## config.mk

```make
export PLATFORM = sky130hd
export DESIGN_NAME = tdc_hit_buffer
export DESIGN_NICKNAME = d
export VERILOG_FILES = /design/src/rtl/tdc_pkg.sv /design/src/rtl/tdc_sync_fifo.sv /design/src/rtl/tdc_hit_buffer.sv
export SDC_FILE = /design/constraint.sdc
export NUM_CORES = 1
export LEC_CHECK = 0
export CAP_MARGIN = 30
export CORE_MARGIN = 2
export CORE_UTILIZATION = 35
export CTS_BUF_LIST = sky130_fd_sc_hd__clkbuf_16
export CTS_CLUSTER_SIZE = 14
export DETAILED_ROUTE_END_ITERATION = 16
export HOLD_SLACK_MARGIN = 0.05
export PLACE_DENSITY = 0.62
export SLEW_MARGIN = 10
export SYNTH_ARGS = -nofsm -noshare
export SYNTH_HDL_FRONTEND = slang
export SYNTH_SLANG_ARGS = --single-unit
```

## constraint.sdc

```tcl
create_clock -name clk40 -period 6.5 [get_ports clk40]
set_input_delay 1.3 -clock clk40 [delete_from_list [all_inputs] [get_ports clk40]]
set_output_delay 1.3 -clock clk40 [all_outputs]
set_load 0.01 [all_outputs]
```

## src/rtl/tdc_pkg.sv

```systemverilog
// Shared types and widths for the TDC hit path.
// Hit word layout is {cal_err, bcid, toa, tot, cal}.
package tdc_pkg;

    localparam int TOA_W      = 10;
    localparam int TOT_W      = 9;
    localparam int CAL_W      = 10;
    localparam int BCID_W     = 12;
    localparam int BC_MAX_DEF = 3563;

    typedef struct packed {
        logic              cal_err;
        logic [BCID_W-1:0] bcid;
        logic [TOA_W-1:0]  toa;
        logic [TOT_W-1:0]  tot;
        logic [CAL_W-1:0]  cal;
    } tdc_hit_t;

    localparam int HIT_W = $bits(tdc_hit_t);

endpackage

```

## src/rtl/tdc_sync_fifo.sv

```systemverilog
// Show-ahead synchronous FIFO with registered full/empty flags.
// Pointers carry one extra wrap bit to tell full from empty.
module tdc_sync_fifo #(
    parameter int WIDTH = 42,
    parameter int DEPTH = 8
) (
    input  logic             clk,
    input  logic             reset,
    input  logic             push,
    input  logic [WIDTH-1:0] wdata,
    input  logic             pop,
    output logic [WIDTH-1:0] rdata,
    output logic             empty,
    output logic             full
);

    localparam int AW = $clog2(DEPTH);

    logic [WIDTH-1:0] mem [DEPTH];
    logic [AW:0]      wptr;
    logic [AW:0]      rptr;
    logic [AW:0]      wptr_n;
    logic [AW:0]      rptr_n;
    logic             do_push;
    logic             do_pop;

    always_comb begin
        do_pop  = pop && !empty;
        do_push = push && (!full || do_pop);
        wptr_n  = wptr + (AW+1)'(do_push);
        rptr_n  = rptr + (AW+1)'(do_pop);
    end

    always_ff @(posedge clk) begin
        if (reset) begin
            wptr  <= '0;
            rptr  <= '0;
            empty <= 1'b1;
            full  <= 1'b0;
        end else begin
            wptr  <= wptr_n;
            rptr  <= rptr_n;
            empty <= (wptr_n == rptr_n);
            full  <= (wptr_n[AW] != rptr_n[AW]) &&
                     (wptr_n[AW-1:0] == rptr_n[AW-1:0]);
        end
    end

    always_ff @(posedge clk) begin
        if (do_push) begin
            mem[wptr[AW-1:0]] <= wdata;
        end
    end

    // Masked so a never-written slot cannot leak out after reset
    assign rdata = empty ? '0 : mem[rptr[AW-1:0]];

endmodule

```

## src/rtl/tdc_hit_buffer.sv

```systemverilog
// Per-pixel hit buffer: TOA window filter, BCID tagging, show-ahead FIFO.
// Define TDC_CAL_CHECK_EN to flag out-of-range Cal codes in cal_err.
module tdc_hit_buffer
    import tdc_pkg::*;
#(
    parameter int DEPTH  = 8,
    parameter int BC_MAX = BC_MAX_DEF,
    parameter int CAL_LO = 100,
    parameter int CAL_HI = 400
) (
    input  logic              clk40,
    input  logic              reset,
    input  logic              bc_rst,
    input  logic [BCID_W-1:0] bc_preset,
    input  logic              hit_valid,
    input  logic [TOA_W-1:0]  toa,
    input  logic [TOT_W-1:0]  tot,
    input  logic [CAL_W-1:0]  cal,
    input  logic [TOA_W-1:0]  win_lo,
    input  logic [TOA_W-1:0]  win_hi,
    output logic [HIT_W-1:0]  dout,
    output logic              dout_valid,
    input  logic              dout_ready,
    output logic              fifo_empty,
    output logic              fifo_full,
    output logic [7:0]        ovf_cnt
);

`ifdef TDC_CAL_CHECK_EN
    localparam bit CAL_CHK = 1'b1;
`else
    localparam bit CAL_CHK = 1'b0;
`endif

    localparam logic [BCID_W-1:0] BC_TOP = BCID_W'(BC_MAX);

    logic [BCID_W-1:0] bcid;
    logic              in_win;
    logic              cal_err;
    logic              s1_valid;
    tdc_hit_t          s1_word;
    tdc_hit_t          s1_next;
    logic              pop;
    logic              push;
    logic              drop;

    always_ff @(posedge clk40) begin
        if (reset) begin
            bcid <= '0;
        end else if (bc_rst) begin
            bcid <= (bc_preset > BC_TOP) ? BC_TOP : bc_preset;
        end else if (bcid == BC_TOP) begin
            bcid <= '0;
        end else begin
            bcid <= bcid + 12'd1;
        end
    end

    // CAL_CHK folds to 0 without the macro, leaving no comparator
    always_comb begin
        in_win  = hit_valid && (toa >= win_lo) && (toa <= win_hi);
        cal_err = CAL_CHK &&
                  ((cal < CAL_W'(CAL_LO)) || (cal > CAL_W'(CAL_HI)));
        s1_next = {cal_err, bcid, toa, tot, cal};
    end

    always_ff @(posedge clk40) begin
        if (reset) begin
            s1_valid <= 1'b0;
            s1_word  <= '0;
        end else begin
            s1_valid <= in_win;
            s1_word  <= s1_next;
        end
    end

    always_comb begin
        pop  = dout_valid && dout_ready;
        push = s1_valid && (!fifo_full || pop);
        drop = s1_valid && fifo_full && !pop;
    end

    always_ff @(posedge clk40) begin
        if (reset) begin
            ovf_cnt <= '0;
        end else if (drop && (ovf_cnt != 8'hFF)) begin
            ovf_cnt <= ovf_cnt + 8'd1;
        end
    end

    tdc_sync_fifo #(
        .WIDTH (HIT_W),
        .DEPTH (DEPTH)
    ) u_fifo (
        .clk   (clk40),
        .reset (reset),
        .push  (push),
        .wdata (s1_word),
        .pop   (pop),
        .rdata (dout),
        .empty (fifo_empty),
        .full  (fifo_full)
    );

    assign dout_valid = !fifo_empty;

endmodule

```

# Yosys cells after proc, flatten, opt, wreduce, memory -nomap -nowiden
# Memories as Yosys holds them, arrays and structs flattened. A register that Yosys moved wholly into a read port is not among the register bits.
# Index checks and enable logic that the tools add are counted.
dict set report totals {
  ff_bits 73
  elab_cells 47
  ramBits 336
  in_bits 66
  memories 1
}
# memory depth word_bits read_ports rd_clocked_by_memory_dff write_ports line
set memory_table {}
lappend memory_table {u_fifo.mem 8 42 1 1 1 tdc_sync_fifo.sv:19} ;# logic [WIDTH-1:0] mem [DEPTH];
dict set report op_classes {
  muxes 7
  eq_ne 5
  order_cmp 3
  addsub 4
  reduce_logical 15
}
# op n
set ops {}
lappend ops {{two-way mux 42 bit} 1}
lappend ops {{two-way mux 12 bit} 3}
lappend ops {{adder 12 x 1 -> 12 bit, second input constant} 1}
lappend ops {{equality test 12 bit, second input constant} 1}
lappend ops {{greater-than comparator 12 bit, second input constant} 1}
lappend ops {{>= comparator 10 bit} 1}
lappend ops {{less-or-equal comparator 10 bit} 1}
lappend ops {{logical AND 1 bit} 10}
lappend ops {{adder 4 x 1 -> 4 bit} 2}
lappend ops {{adder 8 x 1 -> 8 bit, second input constant} 1}
lappend ops {{!= test 8 bit, second input constant} 1}
lappend ops {{equality test 4 bit} 1}
lappend ops {{equality test 3 bit} 1}
lappend ops {{logical NOT 1 bit} 3}
lappend ops {{two-way mux 3 bit} 1}
lappend ops {{logical OR 1 bit} 2}
lappend ops {{two-way mux 1 bit} 2}
lappend ops {{!= test 1 bit} 1}

# Logic depth before layout (Yosys ltp)
dict set report logic_depth {
  depth_word 8
  depth_mapped 9
  mapped_depth_nobuf 8
}

# Modules after synthesis
# Synthesis repeated with hierarchy kept, for this count alone.
dict set report unflattened {
  hier_cells 955
  area_unflattened_um2 16364.4
}
# module n_inst area_per_inst_um2 cells_per_inst seq_area_each_um2
set modules_own_cells {}
lappend modules_own_cells {tdc_sync_fifo 1 13726.9 683 10289.9}
lappend modules_own_cells {tdc_hit_buffer 1 2637.5 272 1241.2}

# Worst setup path after synthesis
# OpenSTA, ideal clock, no wires.
dict set report synth_path {
  path_kind {input port to flip-flop}
  from {in dout_ready}
  to {mem u_fifo.mem[0][0], enable pin}
  arrival_ns 4.685
  stages 4
  setup_slack_ns 1.325
  required_time_ns 6.010
  path_cell_list {or2b_4 -> a21boi_2 -> nand2b_1 -> nor3_1}
}
dict set report synth_between {
  elab_chain_len 6
}
# item line
set synth_rtl {}
lappend synth_rtl {{start: declaration} tdc_hit_buffer.sv:23} ;# input logic dout_ready,
lappend synth_rtl {{logical AND 1 bit (*)} tdc_hit_buffer.sv:78} ;# pop = dout_valid && dout_ready;
lappend synth_rtl {{logical OR 1 bit or logical AND 1 bit (tied branches)} {tdc_hit_buffer.sv:79, tdc_sync_fifo.sv:28}}
lappend synth_rtl {{logical AND 1 bit or logical OR 1 bit (tied branches)} {tdc_hit_buffer.sv:79, tdc_sync_fifo.sv:29}}
lappend synth_rtl {{logical AND 1 bit (*)} tdc_sync_fifo.sv:29} ;# do_push = push && (!full || do_pop);
lappend synth_rtl {{two-way mux 1 bit (*)} tdc_sync_fifo.sv:50} ;# if (do_push) begin
lappend synth_rtl {{two-way mux 1 bit (not written as such) (*)} tdc_sync_fifo.sv:51} ;# mem[wptr[AW-1:0]] <= wdata;
lappend synth_rtl {{end: declaration} tdc_sync_fifo.sv:19}
# Every way passes the cells marked *; elsewhere a longest branch is shown, timed or not.

==> run metrics <==
status finished clean; core area 0.04422 mm²; count of input and output buffers 117; post_cts resized 0; peak supply drop 0.0001927 V; Worst setup SP type flip-flop; synth warn 0; area of the multi-input gates 0.004100 mm²; R2R Setup Slk 3.84 ns; Design Power 5450 µW; Final period util 70.04%; Top FF cell, synth edfxtp_1; Final Util 42.95%; postcts setup bufs 0; r2r worst-path depth 5; grt ovf 0; Worst Tran Pin Value 0.8430 ns; clock sinks 400; register area 0.01130 mm²; Hold Path Origin bcid[8]$_SDFF_PP0_; Synth cell types 55; first-pass detailed-route iteration total 4; Antenna Cells 0; final setup margin 1.947 ns; htree depth 2; Static Leak 0.006171 µW; initial antenna violation count 0; Worst R2R Start u_fifo.empty$_SDFF_PP1_; mapped cell area 0.01568 mm²; gr usage total 13.92%; Die X 215.7 µm; data required time of the worst path 5.20 ns; RSZ-0062 raised after global routing no; Rows 77; first-pass GRT wire length 49,870 µm; setup TNS 0 ns; Hold WC Path Type reg2reg; TritonCTS Buffers 42; Crit. End Element output pin; sequential area share after synthesis 72.01%; WL per Instance 19.66 µm; Root Driver clkbuf_16; CTS tree yes; DR vias/cell 4.856; vias in the first global route 8,449; Final nets 1,095; worst hold-check slack 0.4982 ns; post-route ant nets 0; total power per unit cell area 287.0 mW/mm²; Worst Path Max Fanout 36; io pins 119; reg2reg end u_fifo.mem[2][13]$_DFFE_PP_; via count 7,905; Post-Place Setup Slack 2.346 ns; cells after synthesis 863; routability cong. 0.7674; Final Hold Fails 0; Setup violations, final 0; # fillers 3,902; kind of critical path reg2out; Final min period 4.553 ns; largest net degree at the start of global routing 49; clk_skew 0.01880 ns; Post-route DRC 0; hpwl dp 19,530 µm; max-slew violation count 0; fraction of registers with async set/reset 0%; Max-cap violations 0; P&R area growth vs syn 21.12%; syn avg cell area 18.17 µm²; Syn Nets 955; Seq cells post-synth 400; clk_lat worst skew 0.53 ns; hold endpoint s1_word[37]$_SDFF_PP0_; Clock transition at path regs 0.06 ns; crit path DAT 3.25 ns; Worst slew margin 43.67%; share of layout cells above drive strength 1 17.66%; die area 0.04651 mm²; CTS Buffer Depth 3; First DRT Iteration DRCs 492; Post-synth EDFFs 328; CTS Hold Bufs 0; die height 215.7 µm; routed wire length 32,000 µm; initial core utilization 35.46%; number of cells on the worst hold path 1; f_max 219.7 MHz
[worst max-delay path: stages (launching register included)]
cell and delay (ns):
dfxtp_4 0.70, buf_12 0.31, buf_12 0.32, mux4_2 0.54, mux2i_1 0.24, nor2_1 0.07
clkdlybuf4s50_1 0.53
[worst max path at each step]
stage                                    startpoint                          end  slack [ns]  cells past startpoint
after floorplan                          dout_ready   u_fifo.mem[0][0]$_DFFE_PP_        1.33                      4
after global placement    u_fifo.rptr[0]$_SDFF_PP0_                     dout[35]        2.27                      5
after detailed placement                 dout_ready  u_fifo.mem[4][37]$_DFFE_PP_        2.35                      6
after CTS                 u_fifo.rptr[0]$_SDFF_PP0_                     dout[35]        1.82                      6
after global routing      u_fifo.rptr[0]$_SDFF_PP0_                     dout[18]        1.70                      6
final                     u_fifo.rptr[0]$_SDFF_PP0_                     dout[35]        1.95                      6
[through the flow]
| step | area (µm²) | instances |
|---|---|---|
| 5_1_grt | 18990 | 1628 |
| 6_report | 18990 | 1628 |
| 3_3_place_gp | 17530 | 1547 |
| 2_1_floorplan | 15680 | 863 |
| 4_1_cts | 18990 | 1628 |
| 3_5_place_dp | 17630 | 1551 |
[per-layer routing]
layer	part of all wire (%)	wire length (µm)	global-route usage [%]	up-vias
li1	-	-	-	3664
met1	47	15040	19.72	4034
met2	48	15240	22.74	162
met3	3.9	1245	2.199	45
met4	1.5	472	3.011	0
met5	0	0	0	-
[power by group]
part	total, µW	switching (µW)	internal (µW)
logic	284	127	157
registers	2840	46.2	2790
clock network	2330	945	1380
[cell usage after synthesis, types with 4 or more instances]
master    number  area [µm²]
inv_1         28       105.1
buf_6          9       101.4
nor2_1        61       229.0
buf_2         14       70.07
and4_1         4       35.03
edfxtp_1     328        9849
ha_1          26       325.3
nand2_1       14       52.55
a21o_1         5       37.54
nor2b_1       47       294.0
dfxtp_1       72        1441
xor2_1         7       61.31
and3_1         4       25.02
xnor2_1        8       70.07
nand4_1        5       31.28
mux4_2        82        1847
nand3_1       14       70.07
nand2b_1       6       37.54
mux2i_1       42       420.4
nor3_1         5       25.02
a21oi_1       10       50.05
clkbuf_1      13       48.80
a31oi_1        5       31.28
o21ai_0       11       55.05
[final cells by class]
cell class / instances / area share [%]
clock buffer: 42 / 5.534
tap: 592 / 3.900
timing repair buffer: 135 / 7.260
sequential: 400 / 59.50
inverter: 28 / 0.5534
multi-input combinational: 396 / 21.59
clock inverter: 35 / 1.660
[layout by cell type (no fill, tap or decap), types with 8 or more instances in the layout]
master / count
mux4_2: 82
nand2_1: 14
xnor2_1: 8
a21oi_1: 10
clkdlybuf4s50_1: 116
clkbuf_16: 42
nor2_1: 55
inv_1: 35
buf_4: 13
mux2i_1: 42
nor2b_1: 47
nand3_1: 14
clkinv_2: 10
edfxtp_1: 328
dfxtp_1: 68
ha_1: 26
o21ai_0: 11
[flip-flops by register name (all words and copies together), names as in the netlist]
| register | flops |
|---|---|
| s1_word | 41 |
| u_fifo.empty | 1 |
| u_fifo.mem | 328 |
| u_fifo.full | 1 |
| s1_valid | 1 |
| ovf_cnt | 8 |
| u_fifo.rptr | 4 |
| u_fifo.wptr | 4 |
| bcid | 12 |
[kinds of logic after synthesis]
kind of cell / after synthesis / synth area share [%]
AO/OA/AOI/OAI: 57 / 2.610
XOR/XNOR: 15 / 0.8379
adder cells (fa/ha/maj): 26 / 2.075
buffers and inverters: 67 / 2.194
flip-flops: 400 / 72.01
multiplexers: 124 / 14.46
other: 1 / 0.02392
AND/OR/NAND/NOR: 173 / 5.793
No activity file was read; power rests on OpenSTA's default activity.
